==> src/rtl/sample_write_packer_pkg.sv <==
// Shared types and constants for the sample write packer: line geometry, flush FSM states,
// the FIFO line entry and small mask/address helpers.
package sample_write_packer_pkg;

    localparam int unsigned PACKET_WIDTH     = 32;
    localparam int unsigned LINE_WIDTH       = 128;
    localparam int unsigned LANES            = LINE_WIDTH / PACKET_WIDTH;
    localparam int unsigned LANE_BITS        = $clog2(LANES);
    localparam int unsigned BYTES_PER_PACKET = PACKET_WIDTH / 8;
    localparam int unsigned MASK_WIDTH       = LINE_WIDTH / 8;
    localparam int unsigned ADX_WIDTH        = 27;
    localparam int unsigned BASE_WIDTH       = 32 - LANE_BITS;
    localparam int unsigned LINE_OFFSET_BITS = $clog2(MASK_WIDTH);

    typedef enum logic [1:0] {
        FlushIdle,
        FlushPush,
        FlushDrain,
        FlushDone
    } flushState_t;

    typedef struct packed {
        logic [LINE_WIDTH-1:0] data;
        logic [MASK_WIDTH-1:0] mask;
        logic [ADX_WIDTH-1:0]  adx;
    } lineEntry_t;

    function automatic logic [MASK_WIDTH-1:0] expandMask(input logic [LANES-1:0] laneValid);
        logic [MASK_WIDTH-1:0] result;
        result = '0;
        for (int k = 0; k < LANES; k++) begin
            result[k*BYTES_PER_PACKET +: BYTES_PER_PACKET] = {BYTES_PER_PACKET{laneValid[k]}};
        end
        return result;
    endfunction

    // Byte address of a line: the sample index base scaled to bytes, wrapped by truncation.
    function automatic logic [ADX_WIDTH-1:0] lineAdx(input logic [BASE_WIDTH-1:0] base);
        return ADX_WIDTH'({base, {LINE_OFFSET_BITS{1'b0}}});
    endfunction

endpackage

==> src/rtl/packer_line_fifo.sv <==
// Synchronous FIFO of packed line entries; supports push and pop in the same cycle,
// including when full.
module packer_line_fifo
    import sample_write_packer_pkg::*;
#(
    parameter int unsigned DEPTH = 4
) (
    input  logic                     clk,
    input  logic                     reset,
    input  logic                     push,
    input  lineEntry_t               pushEntry,
    input  logic                     pop,
    output lineEntry_t               head,
    output logic                     full,
    output logic                     empty,
    output logic [$clog2(DEPTH):0]   occupancy
);

    localparam int unsigned PtrWidth = $clog2(DEPTH);

    lineEntry_t          mem [DEPTH];
    logic [PtrWidth-1:0] wrPtrQ, rdPtrQ;
    logic [PtrWidth:0]   countQ;
    logic                doPush, doPop;

    assign full      = (countQ == (PtrWidth + 1)'(DEPTH));
    assign empty     = (countQ == '0);
    assign occupancy = countQ;
    assign head      = mem[rdPtrQ];
    assign doPop     = pop && !empty;
    assign doPush    = push && (!full || doPop);

    always_ff @(posedge clk) begin
        if (reset) begin
            wrPtrQ <= '0;
            rdPtrQ <= '0;
            countQ <= '0;
        end else begin
            if (doPush) wrPtrQ <= wrPtrQ + 1'b1;
            if (doPop)  rdPtrQ <= rdPtrQ + 1'b1;
            countQ <= countQ + (PtrWidth + 1)'(doPush) - (PtrWidth + 1)'(doPop);
        end
    end

    // Storage needs no reset; the top gates outputs while the FIFO is empty.
    always_ff @(posedge clk) begin
        if (doPush) mem[wrPtrQ] <= pushEntry;
    end

endmodule

==> src/rtl/sample_write_packer.sv <==
// Packs 32-bit sample packets into 128-bit masked memory lines and queues them for the memory
// write port. Define SAMPLE_WRITE_PACKER_STATS_EN to enable the transfer/drop counters.
module sample_write_packer #(
    parameter int unsigned SAMPLE_PACKET_WIDTH = 32,
    parameter int unsigned LINE_WIDTH          = 128,
    parameter int unsigned FIFO_DEPTH          = 4,
    parameter int unsigned ADX_WIDTH           = 27
) (
    input  logic                           clk,
    input  logic                           reset,
    input  logic [SAMPLE_PACKET_WIDTH-1:0] samplePacket,
    input  logic                           write_enable,
    input  logic [31:0]                    sample_number,
    input  logic                           flush,
    output logic                           pageFull,
    output logic                           wr_req,
    input  logic                           wr_allowed,
    output logic [LINE_WIDTH-1:0]          wr_data,
    output logic [LINE_WIDTH/8-1:0]        wr_mask,
    output logic [ADX_WIDTH-1:0]           wr_adx,
    output logic                           flush_done,
    output logic                           overflow,
    output logic [31:0]                    lines_written,
    output logic [31:0]                    dropped_packets
);
    import sample_write_packer_pkg::*;

    localparam int unsigned OccWidth = $clog2(FIFO_DEPTH) + 1;
    localparam logic [OccWidth-1:0] PageFullLevel = OccWidth'(FIFO_DEPTH - 1);

    logic [LINE_WIDTH-1:0] asmDataQ, asmDataD;
    logic [LANES-1:0]      laneValidQ, laneValidD;
    logic [BASE_WIDTH-1:0] curBaseQ, curBaseD;
    logic                  asmOpenQ, asmOpenD;
    flushState_t           stateQ, stateD;
    logic                  pageFullQ, overflowQ;

    logic [LANE_BITS-1:0]  laneSel;
    logic [BASE_WIDTH-1:0] pktBase;
    logic [LINE_WIDTH-1:0] mergedData;
    logic [LANES-1:0]      mergedValid;
    logic                  pop, room, accept, drop, sameLine, push, flushPush;
    lineEntry_t            pushEntry, head;
    logic                  fifoFull, fifoEmpty;
    logic [OccWidth-1:0]   occupancy, occNext;

    assign laneSel = sample_number[LANE_BITS-1:0];
    assign pktBase = sample_number[31:LANE_BITS];

    always_comb begin
        pop         = !fifoEmpty && wr_allowed;
        room        = !fifoFull || pop;
        accept      = write_enable && room;
        drop        = write_enable && !room;
        sameLine    = asmOpenQ && (curBaseQ == pktBase);
        asmDataD    = asmDataQ;
        laneValidD  = laneValidQ;
        curBaseD    = curBaseQ;
        asmOpenD    = asmOpenQ;
        mergedData  = sameLine ? asmDataQ : '0;
        mergedValid = sameLine ? laneValidQ : '0;
        push        = 1'b0;
        flushPush   = 1'b0;
        pushEntry   = '{data: asmDataQ, mask: expandMask(laneValidQ), adx: lineAdx(curBaseQ)};

        mergedData[SAMPLE_PACKET_WIDTH*laneSel +: SAMPLE_PACKET_WIDTH] = samplePacket;
        mergedValid[laneSel] = 1'b1;

        if (accept) begin
            // A packet for a different line evicts the partial line through the push port.
            if (asmOpenQ && !sameLine) begin
                push = 1'b1;
            end
            if (&mergedValid) begin
                push       = 1'b1;
                pushEntry  = '{data: mergedData, mask: expandMask(mergedValid),
                               adx: lineAdx(pktBase)};
                asmOpenD   = 1'b0;
                laneValidD = '0;
            end else begin
                asmDataD   = mergedData;
                laneValidD = mergedValid;
                curBaseD   = pktBase;
                asmOpenD   = 1'b1;
            end
        end else if (stateQ == FlushPush && asmOpenQ && room) begin
            push       = 1'b1;
            flushPush  = 1'b1;
            asmOpenD   = 1'b0;
            laneValidD = '0;
        end
    end

    always_comb begin
        stateD     = stateQ;
        flush_done = 1'b0;
        unique case (stateQ)
            FlushIdle:  if (flush) stateD = FlushPush;
            FlushPush:  if (flushPush || (!asmOpenQ && !accept)) stateD = FlushDrain;
            FlushDrain: if (fifoEmpty) stateD = FlushDone;
            FlushDone: begin
                flush_done = 1'b1;
                stateD     = FlushIdle;
            end
            default:    stateD = FlushIdle;
        endcase
    end

    assign occNext = occupancy + OccWidth'(push) - OccWidth'(pop);

    always_ff @(posedge clk) begin
        if (reset) begin
            asmDataQ   <= '0;
            laneValidQ <= '0;
            curBaseQ   <= '0;
            asmOpenQ   <= 1'b0;
            stateQ     <= FlushIdle;
            pageFullQ  <= 1'b0;
            overflowQ  <= 1'b0;
        end else begin
            asmDataQ   <= asmDataD;
            laneValidQ <= laneValidD;
            curBaseQ   <= curBaseD;
            asmOpenQ   <= asmOpenD;
            stateQ     <= stateD;
            pageFullQ  <= (occNext >= PageFullLevel);
            if (drop) overflowQ <= 1'b1;
        end
    end

    packer_line_fifo #(
        .DEPTH(FIFO_DEPTH)
    ) u_fifo (
        .clk      (clk),
        .reset    (reset),
        .push     (push),
        .pushEntry(pushEntry),
        .pop      (pop),
        .head     (head),
        .full     (fifoFull),
        .empty    (fifoEmpty),
        .occupancy(occupancy)
    );

    assign pageFull = pageFullQ;
    assign overflow = overflowQ;
    assign wr_req   = !fifoEmpty;
    assign wr_data  = fifoEmpty ? '0 : head.data;
    assign wr_mask  = fifoEmpty ? '0 : head.mask;
    assign wr_adx   = fifoEmpty ? '0 : head.adx;

`ifdef SAMPLE_WRITE_PACKER_STATS_EN
    logic [31:0] linesWrittenQ, droppedQ;

    always_ff @(posedge clk) begin
        if (reset) begin
            linesWrittenQ <= '0;
            droppedQ      <= '0;
        end else begin
            if (pop && linesWrittenQ != '1) linesWrittenQ <= linesWrittenQ + 1'b1;
            if (drop && droppedQ != '1)     droppedQ <= droppedQ + 1'b1;
        end
    end

    assign lines_written   = linesWrittenQ;
    assign dropped_packets = droppedQ;
`else
    assign lines_written   = 32'd0;
    assign dropped_packets = 32'd0;
`endif

endmodule

==> config.mk <==
export PLATFORM = sky130hd
export DESIGN_NAME = sample_write_packer
export DESIGN_NICKNAME = d
export VERILOG_FILES = /design/src/rtl/sample_write_packer_pkg.sv /design/src/rtl/packer_line_fifo.sv /design/src/rtl/sample_write_packer.sv
export SDC_FILE = /design/constraint.sdc
export NUM_CORES = 1
export LEC_CHECK = 0
export ABC_AREA = 1
export ABC_CLOCK_PERIOD_IN_PS = 13500
export BUFFER_PORTS_ARGS = -buffer_cell sky130_fd_sc_hd__buf_2
export CORE_UTILIZATION = 35
export DETAILED_ROUTE_END_ITERATION = 12
export HOLD_SLACK_MARGIN = 0.08
export SYNTH_ARGS = -nofsm -noshare
export SYNTH_HDL_FRONTEND = slang
export SYNTH_SLANG_ARGS = --single-unit
==> constraint.sdc <==
create_clock -name clk -period 13.5 [get_ports clk]
set_input_delay 1.35 -clock clk [delete_from_list [all_inputs] [get_ports clk]]
set_output_delay 1.35 -clock clk [all_outputs]
set_load 0.02 [all_outputs]
# Word level (Yosys, flattened, before mapping)
# Memories as Yosys holds them, arrays and structs flattened. A register that Yosys moved wholly into a read port is not among the register bits.
# Cells that the tools add are included.
classes:
  add_sub_neg: 7
  magnitude_cmp: 3
  eq_ne: 8
  shifts: 2
  muxes: 30
  bitwise_logic: 2
  reduce_logical: 26
ops:
  columns: ["op", "n"]
  rows:
  - ["2-to-1 mux 171 bit", 2]
  - ["2-to-1 mux 128 bit", 2]
  - ["bitwise mux 128 bit", 1]
  - ["variable shift 32 x 34 -> 128 bit (first input constant)", 1]
  - ["variable part select 32 x 34 -> 128 bit", 1]
  - ["negator 7 -> 34 bit", 1]
  - ["== test 30 bit", 1]
  - ["2-to-1 mux 27 bit", 1]
  - ["2-to-1 mux 16 bit", 1]
  - ["2-to-1 mux 4 bit", 4]
  - ["2-to-1 mux 1 bit", 12]
  - ["logical AND 1 bit", 11]
  - ["2-to-1 mux 2 bit", 5]
  - ["case mux 2 bit (4 select lines)", 1]
  - ["adder 3 x 1 -> 3 bit", 2]
  - ["zero test 1 bit", 6]
  - ["subtractor 3 x 1 -> 3 bit", 2]
  - ["adder 2 x 1 -> 2 bit (second input constant)", 2]
  - ["== test 2 bit (second input constant)", 2]
  - ["inequality test 2 bit (second input constant)", 2]
  - ["bitwise OR 4 bit", 1]
  - ["AND reduction 4 bit", 1]
  - ["== test 3 bit (second input constant)", 1]
  - ["greater-or-equal comparator 3 x 2 -> 1 bit (second input constant)", 1]
  - ["other kinds (12)", 14]
totals:
  regBits: 174
  mem_bits_rw: 684
  in_bits: 69
  output_inout_bits: 239
  elab_cells: 89
  n_memories: 1
mem_list:
  columns: ["memory", "words", "width", "read_ports", "rd_ports_with_merged_regs", "wr", "line_no", "text"]
  rows:
  - ["u_fifo.mem", 4, 171, 1, 1, 1, "packer_line_fifo.sv:21", "lineEntry_t mem [DEPTH];"]

# Logic depth before layout (Yosys ltp)
# Gate-level depths: netlist of run 1.
depth:
  word_depth: 11
  mapped_depth: 22
  mapped_depth_nobuf: 21

# By module
# A second synthesis of run 1 with hierarchy kept.
hier_totals:
  hier_cells: 4250
  area_unflattened_um2: 39489.1
modules_own_cells:
  columns: ["module", "n_inst", "cells_per_inst", "area_each_um2", "seq_area_each_um2"]
  rows:
  - ["packer_line_fifo", 1, 1722, 25678.4, 20719.9]
  - ["sample_write_packer", 1, 2528, 13810.7, 3343.2]

# Worst setup path after synthesis of run 1
# No wires, ideal clock.
synth_timing:
  path_kind: "input port to flip-flop"
  start: "in sample_number[0]"
  end: "mem u_fifo.mem[0][100] (netlist bit), enable pin"
  setup_ns: 0.672
  arrival_time_ns: 9.094
  required_ns: 12.828
  slack_ns: 3.733
  cell_stages: 12
  n_path_buf: 2
  path_cell_list: "clkbuf_1 clkbuf_1 inv_1 ha_1 inv_1 nand2_1 nand2_1 inv_2 nand2_4 nand3_1 nand2_1 nor2_1"
synth_via:
  elab_chain_cells: 11
  word_cells_on_any_way: 12
  classes_between: "order compare (2); mux (6); bitwise (1); reduce/logical (3)"
synth_rtl:
  columns: ["element", "line_no", "text"]
  rows:
  - ["from (decl)", "sample_write_packer.sv:13", "input logic [31:0] sample_number,"]
  - ["less-than comparator 2 x 3 -> 1 bit (not written as such) or greater-or-equal comparator 2 x 1 -> 1 bit (tied branches)", "sample_write_packer.sv:67", "mergedValid[laneSel] = 1'b1;"]
  - ["logical AND 1 bit (not written as such)", "sample_write_packer.sv:67", null]
  - ["2-to-1 mux 1 bit (not written as such)", "sample_write_packer.sv:67", null]
  - ["demux 1 bit (select 2 bit) (*)", "sample_write_packer.sv:67", null]
  - ["bitwise OR 4 bit (no line) (*)", null, null]
  - ["AND reduction 4 bit (*)", "sample_write_packer.sv:74", "if (&mergedValid) begin"]
  - ["2-to-1 mux 1 bit (*)", "sample_write_packer.sv:74", null]
  - ["2-to-1 mux 1 bit (*)", "sample_write_packer.sv:69", "if (accept) begin"]
  - ["logical AND 1 bit (*)", "packer_line_fifo.sv:31", "assign doPush = push && (!full || doPop);"]
  - ["2-to-1 mux 1 bit (*)", "packer_line_fifo.sv:47", "if (doPush) mem[wrPtrQ] <= pushEntry;"]
  - ["2-to-1 mux 1 bit (not written as such) (*)", "packer_line_fifo.sv:47", null]
  - ["to (decl)", "packer_line_fifo.sv:21", null]
# Mark *: on every way between the ends. The rest lies on a longest branch, timed or not.

==> flow_metrics.tcl, run 1 <==
set metrics [dict create \
    vias 26500 \
    antenna_found_initial 7 \
    synth_area_leaders "edfxtp_1 53%, dfxtp_1 9.9%, o21ai_0 8.5%" \
    cts_tree "yes" \
    synth.top_cell.area_share 0.526 \
    cp_top_family "buffers and inverters" \
    firstDrtPassIters 6 \
    synth_edf_count 620 \
    syn_area_um2 35400 \
    skew_ps 25.2 \
    worstPathCellList "buf_4 > buf_4 > nor2_1 > nor2_1 > o21ai_0 > a21oi_1 > buf_2" \
    hp-class "register to register" \
    gp_congestion 0.883 \
    worstSetupPathType "register to output port" \
    grt_pass1_vias 24000 \
    cts_resized 0 \
    holdBufCountCts 0 \
    cp.arrival_ps 4450 \
    crit_slowest_cell "buf_4" \
    grt_overflow 0 \
    ir_worst_vdd_uv 142 \
    rsz0062_at_grt "no" \
    ys_top_cells_by_count "661 x nor2_1, 620 x edfxtp_1, 602 x o21ai_0" \
    dp_hpwl_um 62500 \
    die_area_um2 102000 \
    yosysWarnings 0 \
    combPwrFrac 0.293 \
    viasPerCell 5.10 \
    die_w_um 320 \
    pwr-share-clk 0.307 \
    max_freq_mhz 172 \
    clk_pin_slew_ps 60 \
    numClockSinks 796 \
    final_antenna_net_count 0 \
    setup_viol 0 \
    crit_path_start_kind "register" \
    max_cap_viol_count 0 \
    syn_to_final_growth_pct 13.1 \
    tightest_slew_ps 1150 \
    p_seq_frac 0.401 \
    numCtsBuffers 84 \
    yosysTopAreaCell "edfxtp_1" \
    swShare 0.361 \
    slew_headroom 0.226 \
    netSwitchingPower_mw 2.79 \
    yosysMostFrequentCell "nor2_1" \
    nets 3923 \
    grt_max_degree 223 \
    syn_area_per_cell_um2 9.45 \
    drive_gt1_frac 0.109 \
    crit_required_ps 12150 \
    powerDensity_nw_per_um2 193 \
    min_period_over_period 0.430 \
    drc_errors 0 \
    synth.distinct_cells 29 \
    synthArstFlopShare 0 \
    die_y_um 320 \
    clockRootBuffer "clkbuf_16" \
    internal_power_mw 4.94 \
    initial_core_util 0.354 \
    cp_max_fo 83 \
    end_kind "output port" \
    synth_cells 3750 \
    fillCellCount 9724 \
    synth_seq_cells 796 \
    leakagePower_nw 14.4 \
    clock_path_buffers 3 \
    totalWireLength_um 103000 \
    crit_buf_inv 3 \
    clkLatencyLatePin_ps 650 \
    min_period_ps 5800 \
    grt_use_total 0.196 \
    port_buffers 239 \
    worst_slack_ps 7700 \
    fp-row-count 116 \
    avgRoutedWirePerCell_um 19.8 \
    hold_violations 0 \
    pre_cts_slack_ps 7620 \
    io_pins 308 \
    grt_pass1_wl_um 154000 \
    regArea_um2 22200 \
    status "completed" \
    slowest_delay_ps 840 \
    multi_input_area_um2 10900 \
    timing.setup.tns_ps 0 \
    drt_iter0_drc 2444 \
    core_area_um2 100000 \
    cts_setup_buffers 0 \
    yosysSeqAreaShare 0.625 \
    drv_slew 0 \
    synth_ff_type "edfxtp_1" \
    htree_levels 3 \
]
[worst min-delay path, delay by kind of cell, from the launching register on]
family                 cells  cell delay [ps]
buffers and inverters      1               50
AO/OA/AOI/OAI              1               70
flip-flops                 1              290
[power groups by stage]
stage                     combinational [mW]  clock, mW  sequential, mW
after global routing                    2.47       2.51            3.12
after floorplan                         1.47          0            3.14
final                                   2.26       2.37            3.10
after CTS                               2.31       2.42            3.10
after detailed placement                2.31          0            3.15
after global placement                  2.29          0            3.14
[metrics by stage]
step	hold WS, ps	instance area (µm²)	power [mW]	std cells	utilization
6_report	459	40100	7.73	5204	0.400
3_5_place_dp	452	37200	5.45	5045	0.372
5_1_grt	480	40100	8.10	5202	0.400
2_1_floorplan	436	35700	4.61	3817	-
3_3_place_gp	450	37200	5.44	5045	0.372
4_1_cts	464	40100	7.83	5202	0.400
[area by class of cell]
| class | instances | area share |
|---|---|---|
| Clock buffer | 125 | 0.0589 |
| Sequential cell | 796 | 0.553 |
| Clock inverter | 32 | 0.0120 |
| Inverter | 263 | 0.0251 |
| Timing Repair Buffer | 275 | 0.0375 |
| Tap cell | 1298 | 0.0405 |
| Multi-Input combinational cell | 2413 | 0.273 |
| Antenna cell | 2 | 0.000125 |
[cells in the final DEF, fill, tap and decap left out, drive strengths merged]
| master | n |
|---|---|
| or2 | 4 |
| bufinv | 9 |
| inv | 267 |
| clkinvlp | 4 |
| conb | 68 |
| diode | 2 |
| clkinv | 15 |
| a22oi | 1 |
| a21oi | 326 |
| nand4 | 1 |
| o31ai | 1 |
| buf | 275 |
| edfxtp | 620 |
| nor3 | 3 |
| fa | 2 |
| o21ai | 754 |
| a22o | 1 |
| ha | 19 |
| nor2 | 663 |
| xor2 | 1 |
| clkbuf | 125 |
| nand3 | 168 |
| dfxtp | 176 |
| nand2 | 401 |
[path summary, 6_finish.rpt]
kind	start	endpoint	slack (ps)	depth (start not counted)
max	register	wr_data[94]	7700	7
min reg2reg	u_fifo.rdPtrQ[1]$_SDFFE_PP0P_	register	460	2
max reg2reg	curBaseQ[6]$_SDFFE_PP0P_	u_fifo.mem[3][96]$_DFFE_PP_	8780	18
min	u_fifo.rdPtrQ[1]$_SDFFE_PP0P_	register	460	2
[state kept, by name, indices dropped and copies added (netlist names), named ones only]
register,count
stateQ,2
u_fifo.rdPtrQ,2
asmOpenQ,1
asmDataQ,128
pageFull,1
u_fifo.wrPtrQ,2
overflow,1
u_fifo.mem,620
laneValidQ,4
u_fifo.occupancy,3
curBaseQ,30
[logic make-up (layout without fill, tap and decap cells)]
| kind of cell | Yosys count | after routing | synth area share |
|---|---|---|---|
| compound gates | 1083 | 1083 | 0.153 |
| buf+inv | 608 | 695 | 0.0751 |
| xor+xnor | 1 | 1 | 0.000247 |
| other cells | 1 | 70 | 0.000106 |
| flops | 796 | 796 | 0.625 |
| fa+ha+maj | 21 | 21 | 0.00784 |
| simple gates | 1240 | 1240 | 0.139 |
[metal layers]
metal | vias to the layer above | GRT usage | routed length, µm
met3 | 137 | 0.0291 | 7530
met5 | - | 0 | 34
met2 | 854 | 0.320 | 49000
li1 | 12800 | - | -
met1 | 12700 | 0.272 | 44600
met4 | 6 | 0.0504 | 1980
Power figures use the tool's default switching activity.
==> run 2: changes to the inputs <==
--- a/config.mk
+++ b/config.mk
@@ -6,7 +6,7 @@
 export NUM_CORES = 1
 export LEC_CHECK = 0
 export ABC_AREA = 1
-export ABC_CLOCK_PERIOD_IN_PS = 13500
+export ABC_CLOCK_PERIOD_IN_PS = 5300
 export BUFFER_PORTS_ARGS = -buffer_cell sky130_fd_sc_hd__buf_2
 export CORE_UTILIZATION = 35
 export DETAILED_ROUTE_END_ITERATION = 12
==> constraint.sdc (replaced) <==
create_clock -name clk -period 5.3 [get_ports clk]
set_input_delay 0.53 -clock clk [delete_from_list [all_inputs] [get_ports clk]]
set_output_delay 0.53 -clock clk [all_outputs]
set_load 0.02 [all_outputs]
==> flow_metrics.tcl, run 2 (synthesis gave the netlist of run 1 again) <==
set metrics [dict create \
    status "completed" \
    whs_path_depth 3 \
    total_power_mw 19.5 \
    die_w_um 320 \
    die_y_um 320 \
    antenna_found_initial 2 \
    clockRootBuffer "clkbuf_16" \
    die_area_um2 102000 \
    grt_use_total 0.191 \
    min_period_ps 3870 \
    fp-row-count 116 \
    n_antenna_cell 0 \
    r2r_cells 14 \
    nets 3934 \
    largestRegisters "u_fifo.mem: 620 flops, asmDataQ: 128 flops, curBaseQ: 30 flops" \
    largest_reg_flops 620 \
    max_cap_viol_count 0 \
    hp-class "input pin to register" \
    grt_max_degree 138 \
    leakagePower_nw 14.5 \
    core_area_um2 100000 \
    clkLatencyLatePin_ps 650 \
    cts_resized 0 \
    numCtsBuffers 83 \
    initial_core_util 0.354 \
    holdBufCountCts 0 \
    crit_required_ps 4770 \
    totalWireLength_um 100000 \
    cp_max_fo 131 \
    drive_gt1_frac 0.112 \
    crit_path_start_kind "register" \
    cts_tree "yes" \
    viasPerCell 5.08 \
    io_pins 308 \
    htree_levels 3 \
    hold_violations 0 \
    cts_setup_buffers 0 \
    clock_path_buffers 3 \
    grt_pass1_wl_um 151000 \
    finalInstanceArea_um2 40200 \
    min_period_over_period 0.731 \
    vias 26400 \
    cp.arrival_ps 3340 \
    setup_viol 0 \
    max_freq_mhz 258 \
    avgRoutedWirePerCell_um 19.3 \
    powerDensity_nw_per_um2 485 \
    rsz0062_at_grt "no" \
    grt_pass1_vias 24000 \
    postPlaceCellArea_um2 37500 \
    syn_to_final_growth_pct 13.6 \
    final_common_cell "nor2_1" \
    tightest_slew_ps 1090 \
    regMostFlops "u_fifo.mem" \
    gp_congestion 0.942 \
    grt_overflow 0 \
    ir_worst_vdd_uv 515 \
    drv_slew 0 \
    dp_hpwl_um 62500 \
    drt_iter0_drc 2428 \
    drc_errors 0 \
    end_kind "output port" \
    layout_common_cells "653 x nor2_1, 620 x edfxtp_1, 602 x o21ai_0" \
    final_antenna_net_count 0 \
    worstSetupPathType "register to output port" \
    skew_ps 28.2 \
    slew_headroom 0.273 \
    firstDrtPassIters 6 \
    clk_pin_slew_ps 60 \
    port_buffers 239 \
    numClockSinks 796 \
]
-- run 2: cell count changes in the layout (fill, tap and decap cells not counted), sizes merged, moves of 2 or more --
cell / delta
buf: +12
clkbuf: -18
clkinv: +15
diode: -2
-- run 2: worst paths after layout --
path,slack [ps],startpoint,to
hold / removal,190,sample_number[28],curBaseQ[26]$_SDFFE_PP0P_
hold reg to reg,470,curBaseQ[28]$_SDFFE_PP0P_,curBaseQ[28]$_SDFFE_PP0P_
setup reg to reg,1890,curBaseQ[19]$_SDFFE_PP0P_,u_fifo.mem[3][57]$_DFFE_PP_
setup / recovery,1430,register,wr_data[37]
-- run 2: area by class of cell --
| cell class | count | area, µm² |
|---|---|---|
| well taps | 1298 | 1620 |
| clock inverters | 46 | 470 |
| repair buffers | 287 | 1780 |
| clock buffers | 107 | 2270 |
| flip-flops and latches | 796 | 22200 |
| fillers | 9693 | 59900 |
| multi-input cells | 2413 | 10900 |
| inverters | 263 | 1000 |
-- run 2: worst max-delay path, stage by stage (launching register included) --
cell and delay, ps:
dfxtp_4 570, inv_6 800, buf_12 370, o21ai_0 240, a21oi_1 330, buf_2 230
-- run 2: power breakdown --
| part | leakage [nW] | switching [mW] | internal (mW) | total (mW) |
|---|---|---|---|---|
| clock network | 1.34 | 2.44 | 3.43 | 5.87 |
| logic | 5.93 | 4.28 | 1.50 | 5.78 |
| registers | 7.24 | 0.294 | 7.58 | 7.87 |
-- run 2: metal layers --
metal / GRT usage / part of all wire / vias to the layer above / wire [µm]
met3: 0.0290 / 0.069 / 111 / 6920
li1: - / - / 12800 / -
met4: 0.0461 / 0.018 / 2 / 1820
met5: 0 / 0.00013 / - / 13
met1: 0.266 / 0.43 / 12700 / 43500
met2: 0.313 / 0.48 / 836 / 48100
-- run 2: per-stage QoR --
step | TNS (ps) | setup WS, ps | util | hold slack (ps) | instances
detailed placement | 0 | 1630 | 0.374 | 459 | 5057
floorplan | -663990 | -1070 | - | 436 | 3817
global placement | 0 | 1640 | 0.374 | 446 | 5057
finish | 0 | 1430 | 0.402 | 190 | 5210
global route | 0 | 1250 | 0.402 | 207 | 5210
CTS | 0 | 1340 | 0.402 | 157 | 5210
